`config.mk`:
```
export PLATFORM = sky130hd
export DESIGN_NAME = seg_scan_mux
export DESIGN_NICKNAME = d
export VERILOG_FILES = /design/src/rtl/seg_scan_mux_pkg.sv /design/src/rtl/seg_scan_timer.sv /design/src/rtl/seg_scan_mux.sv
export SDC_FILE = /design/constraint.sdc
export NUM_CORES = 1
export LEC_CHECK = 0
export BUFFER_PORTS_ARGS = -buffer_cell sky130_fd_sc_hd__buf_2
export CAP_MARGIN = 40
export CORE_ASPECT_RATIO = 1.4
export CORE_UTILIZATION = 63
export DETAILED_ROUTE_END_ITERATION = 12
export PLACE_DENSITY = 0.9
export SLEW_MARGIN = 20
export SYNTH_ARGS = -nofsm -noshare
export SYNTH_HDL_FRONTEND = slang
export SYNTH_SLANG_ARGS = --single-unit
export TNS_END_PERCENT = 5
```
`constraint.sdc`:
```
create_clock -name clk -period 6.4 [get_ports clk]
set_clock_uncertainty 0.2 [all_clocks]
set_input_delay 0.32 -clock clk [delete_from_list [all_inputs] [get_ports clk]]
set_output_delay 0.32 -clock clk [all_outputs]
set_load 0.02 [all_outputs]
```
`src/rtl/seg_scan_mux_pkg.sv`:
```
// Shared display definitions: scan states, digit count, active-low select codes
// and the per-digit select/suppression helpers.
package seg_scan_mux_pkg;

    typedef enum logic {
        ST_BLANK = 1'b0,
        ST_SHOW  = 1'b1
    } scan_state_t;

    localparam int unsigned NUM_DIGITS = 4;

    localparam logic [3:0] SEL_NONE = 4'b1111;
    localparam logic [3:0] SEL_DP   = 4'b1101;

    function automatic logic [3:0] digit_sel(input logic [1:0] idx);
        logic [3:0] sel;
        case (idx)
            2'd0:    sel = 4'b1110;
            2'd1:    sel = SEL_DP;
            2'd2:    sel = 4'b1011;
            default: sel = 4'b0111;
        endcase
        return sel;
    endfunction

    // Digit k>0 is blank when every nibble from k upward is zero.
    function automatic logic lz_suppress(input logic [15:0] value,
                                         input logic        lz,
                                         input logic [1:0]  idx);
        logic [15:0] upper;
        upper = value >> {idx, 2'b00};
        return lz && (idx != 2'd0) && (upper == '0);
    endfunction

endpackage

```
`src/rtl/seg_scan_timer.sv`:
```
// Slot sequencer: counts BLANK then SHOW cycles for each digit slot and
// strobes the last cycle of each phase.
module seg_scan_timer
    import seg_scan_mux_pkg::*;
#(
    parameter int unsigned ON_CYCLES    = 12000,
    parameter int unsigned BLANK_CYCLES = 500
) (
    input  logic clk,
    input  logic rst_n,
    output logic o_blank_end,
    output logic o_slot_end
);

    localparam int unsigned MAX_CYC = (ON_CYCLES > BLANK_CYCLES) ? ON_CYCLES : BLANK_CYCLES;
    localparam int unsigned CNT_W   = (MAX_CYC > 1) ? $clog2(MAX_CYC) : 1;
    localparam logic [CNT_W-1:0] ON_LAST    = CNT_W'(ON_CYCLES - 1);
    localparam logic [CNT_W-1:0] BLANK_LAST = CNT_W'(BLANK_CYCLES - 1);

    scan_state_t      r_state;
    scan_state_t      w_state_nxt;
    logic [CNT_W-1:0] r_cnt;
    logic [CNT_W-1:0] w_cnt_nxt;

    always_ff @(posedge clk or negedge rst_n) begin
        if (!rst_n) begin
            r_state <= ST_BLANK;
            r_cnt   <= '0;
        end else begin
            r_state <= w_state_nxt;
            r_cnt   <= w_cnt_nxt;
        end
    end

    always_comb begin
        w_state_nxt = r_state;
        w_cnt_nxt   = r_cnt + CNT_W'(1);
        o_blank_end = 1'b0;
        o_slot_end  = 1'b0;
        case (r_state)
            ST_BLANK: begin
                if (r_cnt == BLANK_LAST) begin
                    o_blank_end = 1'b1;
                    w_cnt_nxt   = '0;
                    w_state_nxt = ST_SHOW;
                end
            end
            ST_SHOW: begin
                if (r_cnt == ON_LAST) begin
                    o_slot_end  = 1'b1;
                    w_cnt_nxt   = '0;
                    w_state_nxt = ST_BLANK;
                end
            end
            default: begin
                w_cnt_nxt   = '0;
                w_state_nxt = ST_BLANK;
            end
        endcase
    end

endmodule

```
`src/rtl/seg_scan_mux.sv`:
```
// Four-digit seven-segment scan driver with blank-time anti-ghosting,
// frame-aligned value updates and optional leading-zero suppression.
module seg_scan_mux
    import seg_scan_mux_pkg::*;
#(
    parameter int unsigned ON_CYCLES    = 12000,
    parameter int unsigned BLANK_CYCLES = 500
) (
    input  logic        clk,
    input  logic        rst_n,
    input  logic [15:0] data_in,
    input  logic        load,
    input  logic        lz_en,
    output logic [3:0]  nib_out,
    output logic [3:0]  sel_out,
    output logic        frame_done
);

    localparam logic [1:0] LAST_IDX = 2'(NUM_DIGITS - 1);

    logic        w_blank_end;
    logic        w_slot_end;
    logic        w_wrap;
    logic [1:0]  w_idx_nxt;
    logic [15:0] w_active_nxt;
    logic        w_active_lz_nxt;

    logic [15:0] r_shadow;
    logic        r_shadow_lz;
    logic [15:0] r_active;
    logic        r_active_lz;
    logic        r_pending;
    logic [1:0]  r_idx;

    seg_scan_timer #(
        .ON_CYCLES    (ON_CYCLES),
        .BLANK_CYCLES (BLANK_CYCLES)
    ) u_timer (
        .clk         (clk),
        .rst_n       (rst_n),
        .o_blank_end (w_blank_end),
        .o_slot_end  (w_slot_end)
    );

    assign w_wrap    = w_slot_end && (r_idx == LAST_IDX);
    assign w_idx_nxt = w_slot_end ? (r_idx + 2'd1) : r_idx;

    // A load on the wrap edge bypasses the shadow so it lands in this frame.
    always_comb begin
        w_active_nxt    = r_active;
        w_active_lz_nxt = r_active_lz;
        if (w_wrap) begin
            if (load) begin
                w_active_nxt    = data_in;
                w_active_lz_nxt = lz_en;
            end else if (r_pending) begin
                w_active_nxt    = r_shadow;
                w_active_lz_nxt = r_shadow_lz;
            end
        end
    end

    always_ff @(posedge clk or negedge rst_n) begin
        if (!rst_n) begin
            r_shadow    <= '0;
            r_shadow_lz <= 1'b0;
            r_active    <= '0;
            r_active_lz <= 1'b0;
            r_pending   <= 1'b0;
            r_idx       <= '0;
            nib_out     <= '0;
            sel_out     <= SEL_NONE;
            frame_done  <= 1'b0;
        end else begin
            if (load) begin
                r_shadow    <= data_in;
                r_shadow_lz <= lz_en;
            end
            if (w_wrap) begin
                r_pending <= 1'b0;
            end else if (load) begin
                r_pending <= 1'b1;
            end
            r_active    <= w_active_nxt;
            r_active_lz <= w_active_lz_nxt;
            r_idx       <= w_idx_nxt;
            frame_done  <= w_wrap;
            if (w_slot_end) begin
                sel_out <= SEL_NONE;
                nib_out <= w_active_nxt[{w_idx_nxt, 2'b00} +: 4];
            end else if (w_blank_end) begin
                sel_out <= lz_suppress(r_active, r_active_lz, r_idx) ? SEL_NONE
                                                                     : digit_sel(r_idx);
            end
        end
    end

endmodule

```
==> out/results.ini <==
[placement]
dp.cells = 376
dp.final_hpwl_um = 5050
port_buffers = 28
gp_congestion = 0.941

[clock_tree]
worstSkewPairLatency_ns = 0.35
cts_made_buffers = 9
root_buffer = clkbuf_8
numClockSinks = 61
post_cts_buffers = 0
cts_buffer_depth = 2
tritoncts = done
ctsHtreeMaxLevel = 3
cts.clk_slew.worst_paths_ns = 0.06

[global_routing]
grtUsageTotal_pct = 33.3
antenna_found_initial = 0
grt_pass1_wl_um = 12100
grt_overflow = 0
grt_max_degree = 62
grt_pass1_vias = 2539

[die]
io_pins = 29
rows = 29
dieHeight_um = 84.8
start_util_pct = 67.0
die_area_um2 = 5190
core_region_area_um2 = 4610
die_x_um = 61.2

[logic_synthesis]
syn-cell-area_um2 = 3090
synth_compound_area_share_pct = 13.4
synthAdderAreaFrac_pct = 2.43
synth-edff-count = 0
yosys_register_bits = 61
synth.mux.area_fraction_pct = 7.54
ys.flop_type = dfrtp_1
avgSynthCellArea_um2 = 10.4
synth_cells = 298
synth_warnings = 0
synth.net_count = 324
yosys.area_share.simple_pct = 19.2
synth_top_family_by_area = simple AND/OR/NAND/NOR gates
synth.distinct_cells = 51
ys_seq_area_share_pct = 49.6
synth_xor_area_share_pct = 3.69
ys_async_sr_fraction_pct = 100

[critical_path]
worstSetupStartpointType = register
worstPathArrival_ns = 2.75
path_class = reg2reg
reg2reg_from = u_timer.r_cnt[0]
crit_path_end_kind = register
r2r_setup_slack_ns = 3.68
crit_required_ns = 6.42
critPathMaxFanout = 10
r2r_cells = 6
r2r_end = nib_out[0]

[timing]
finalHoldViolCount = 0
period_share_pct = 42.5
hold_slack_ns = 0.00187
rsz0062_at_grt = no
final.setup.tns_ns = 0
setup_viol = 0
slew_viol_final = 0
min_period_ns = 2.72
fmax_mhz = 367
tightest_slew_ns = 0.803
timing.slew.headroom_pct = 46.5

[routing]
via_per_inst = 6.31
dr_total_vias = 2492
ant_nets = 0
routed_wl_um = 7380
drt-pass1-iter-count = 5
wl_per_cell_um = 18.7
drc = 0
drt_iter0_drc = 277

[power]
power_density_nw_per_um2 = 225
power_frac_comb_pct = 6.3
internal-power_uw = 610
power_frac_seq_pct = 51.7
power_uw = 785
peakVddDrop_uv = 143
power_switching_uw = 175
switching_share_pct = 22.3
p_leak_uw = 0.00166
clockPowerShare_pct = 42.0

[finish]
layout.nets = 355
area_growth_pct = 13.2
antennaDiodeCount = 0
utilization_pct = 75.9
drive_gt1_share_pct = 20.4
layout.cells.non_filler = 395

[hold_path]
holdPathEnd = r_shadow[13]
hp-start = data_in[13]
min_path_type = in2reg
holdPathStages = 3

[status]
status = finished, final reports clean

[flow_run]
drv_cap = 0

metal layers:
metal / GRT usage, % / up-vias / share of wire [%]
met5: 0 / - / 0
met4: 26.9 / 0 / 7.0
met3: 10.8 / 51 / 5.4
met2: 50.9 / 138 / 50
met1: 36.5 / 1175 / 38
li1: - / 1128 / -
power groups by stage:
stage               clock network (µW)  logic, µW  registers, µW
detailed placement                   0       46.8            412
CTS                                333       49.4            405
global placement                     0       44.7            411
finish                             330       49.8            406
floorplan                            0       25.2            410
global route                       348       56.0            407
state kept, by name (all words and copies together) (netlist names):
| name | flops |
|---|---|
| r_idx | 2 |
| u_timer.r_cnt | 14 |
| r_active_lz | 1 |
| r_shadow | 16 |
| r_pending | 1 |
| u_timer.r_state | 1 |
| r_shadow_lz | 1 |
| frame_done | 1 |
| r_active | 16 |
| nib_out | 4 |
| sel_out | 4 |
stage by stage:
step                      cell area [µm²]  worst slack (ns)
after floorplan                      3090              4.12
after global placement               3260              3.82
after detailed placement             3260              3.74
after CTS                            3500              3.74
after global routing                 3500              3.54
final                                3500              3.68
worst max path at each step:
| stage | startpoint | to | slack (ns) | cells past startpoint |
|---|---|---|---|---|
| floorplan | r_idx[0] | r_active_lz | 4.12 | 6 |
| global placement | r_idx[0] | nib_out[3] | 3.82 | 5 |
| finish | u_timer.r_cnt[0] | nib_out[0] | 3.68 | 6 |
| detailed placement | u_timer.r_cnt[0] | nib_out[0] | 3.74 | 6 |
| global route | u_timer.r_cnt[0] | sel_out[3] | 3.54 | 5 |
| CTS | u_timer.r_cnt[0] | nib_out[0] | 3.74 | 6 |
worst max-delay path: stages (launching register included):
cell and delay, ns:
dfrtp_1 0.39, ha_1 0.26, nand4_2 0.23, nor4_4 0.76, mux2_2 0.44, a32oi_1 0.21, nand3_1 0.11
area by class of cell:
cell class	count	area [µm²]
Timing Repair Buffer	33	188
Clock buffer	15	196
Fill cell	302	1110
Sequential cell	61	1530
Multi-Input combinational cell	204	1430
Tap cell	62	77.6
Inverter	20	75.1
layout by cell type, fill, tap and decap left out, drive strengths merged, types with 5 or more instances in the layout:
| cell type | count |
|---|---|
| a21oi | 10 |
| a32oi | 5 |
| buf | 29 |
| clkbuf | 15 |
| dfrtp | 57 |
| ha | 6 |
| inv | 20 |
| mux2 | 10 |
| mux2i | 12 |
| nand2 | 22 |
| nand3 | 10 |
| nand4 | 8 |
| nor2 | 22 |
| nor4 | 8 |
| o21ai | 15 |
| o21bai | 5 |
| xnor2 | 5 |
| xor2 | 8 |
cells in the mapped netlist (all sizes together) (4+ instances only):
library cell   n  area [µm²]
o21a           4        30.0
nand4b         4        35.0
o21bai         5        37.5
a21oi         10        50.1
nor2          22        82.6
dfstp          4         105
inv           20        75.1
o21ai         15        75.1
a21boi         4        30.0
buf            4        20.0
or4            4        30.0
mux2          10         113
xor2           8        70.1
dfrtp         57        1430
and2           4        25.0
ha             6        75.1
a32oi          5        43.8
nand2         22        82.6
a22oi          4        30.0
nor2b          4        25.0
clkbuf         9        33.8
nand4          8        56.3
xnor2          5        43.8
nand3         10        50.1
mux2i         12         120
nor4           8        71.3
cells by family after synthesis:
family | after synthesis
AOI/OAI and AO/OA | 61
xor gates and xnor gates | 13
and+or+nand+nor | 102
muxes | 22
adders and majority gates | 6
buffers and inverters | 33
DFF | 61
timing repair:
item,in CTS,in global routing
hold endpoints to repair,60,0
hold buffers,4,0
resized for setup,0,0
(Power assumes the default switching activity.)
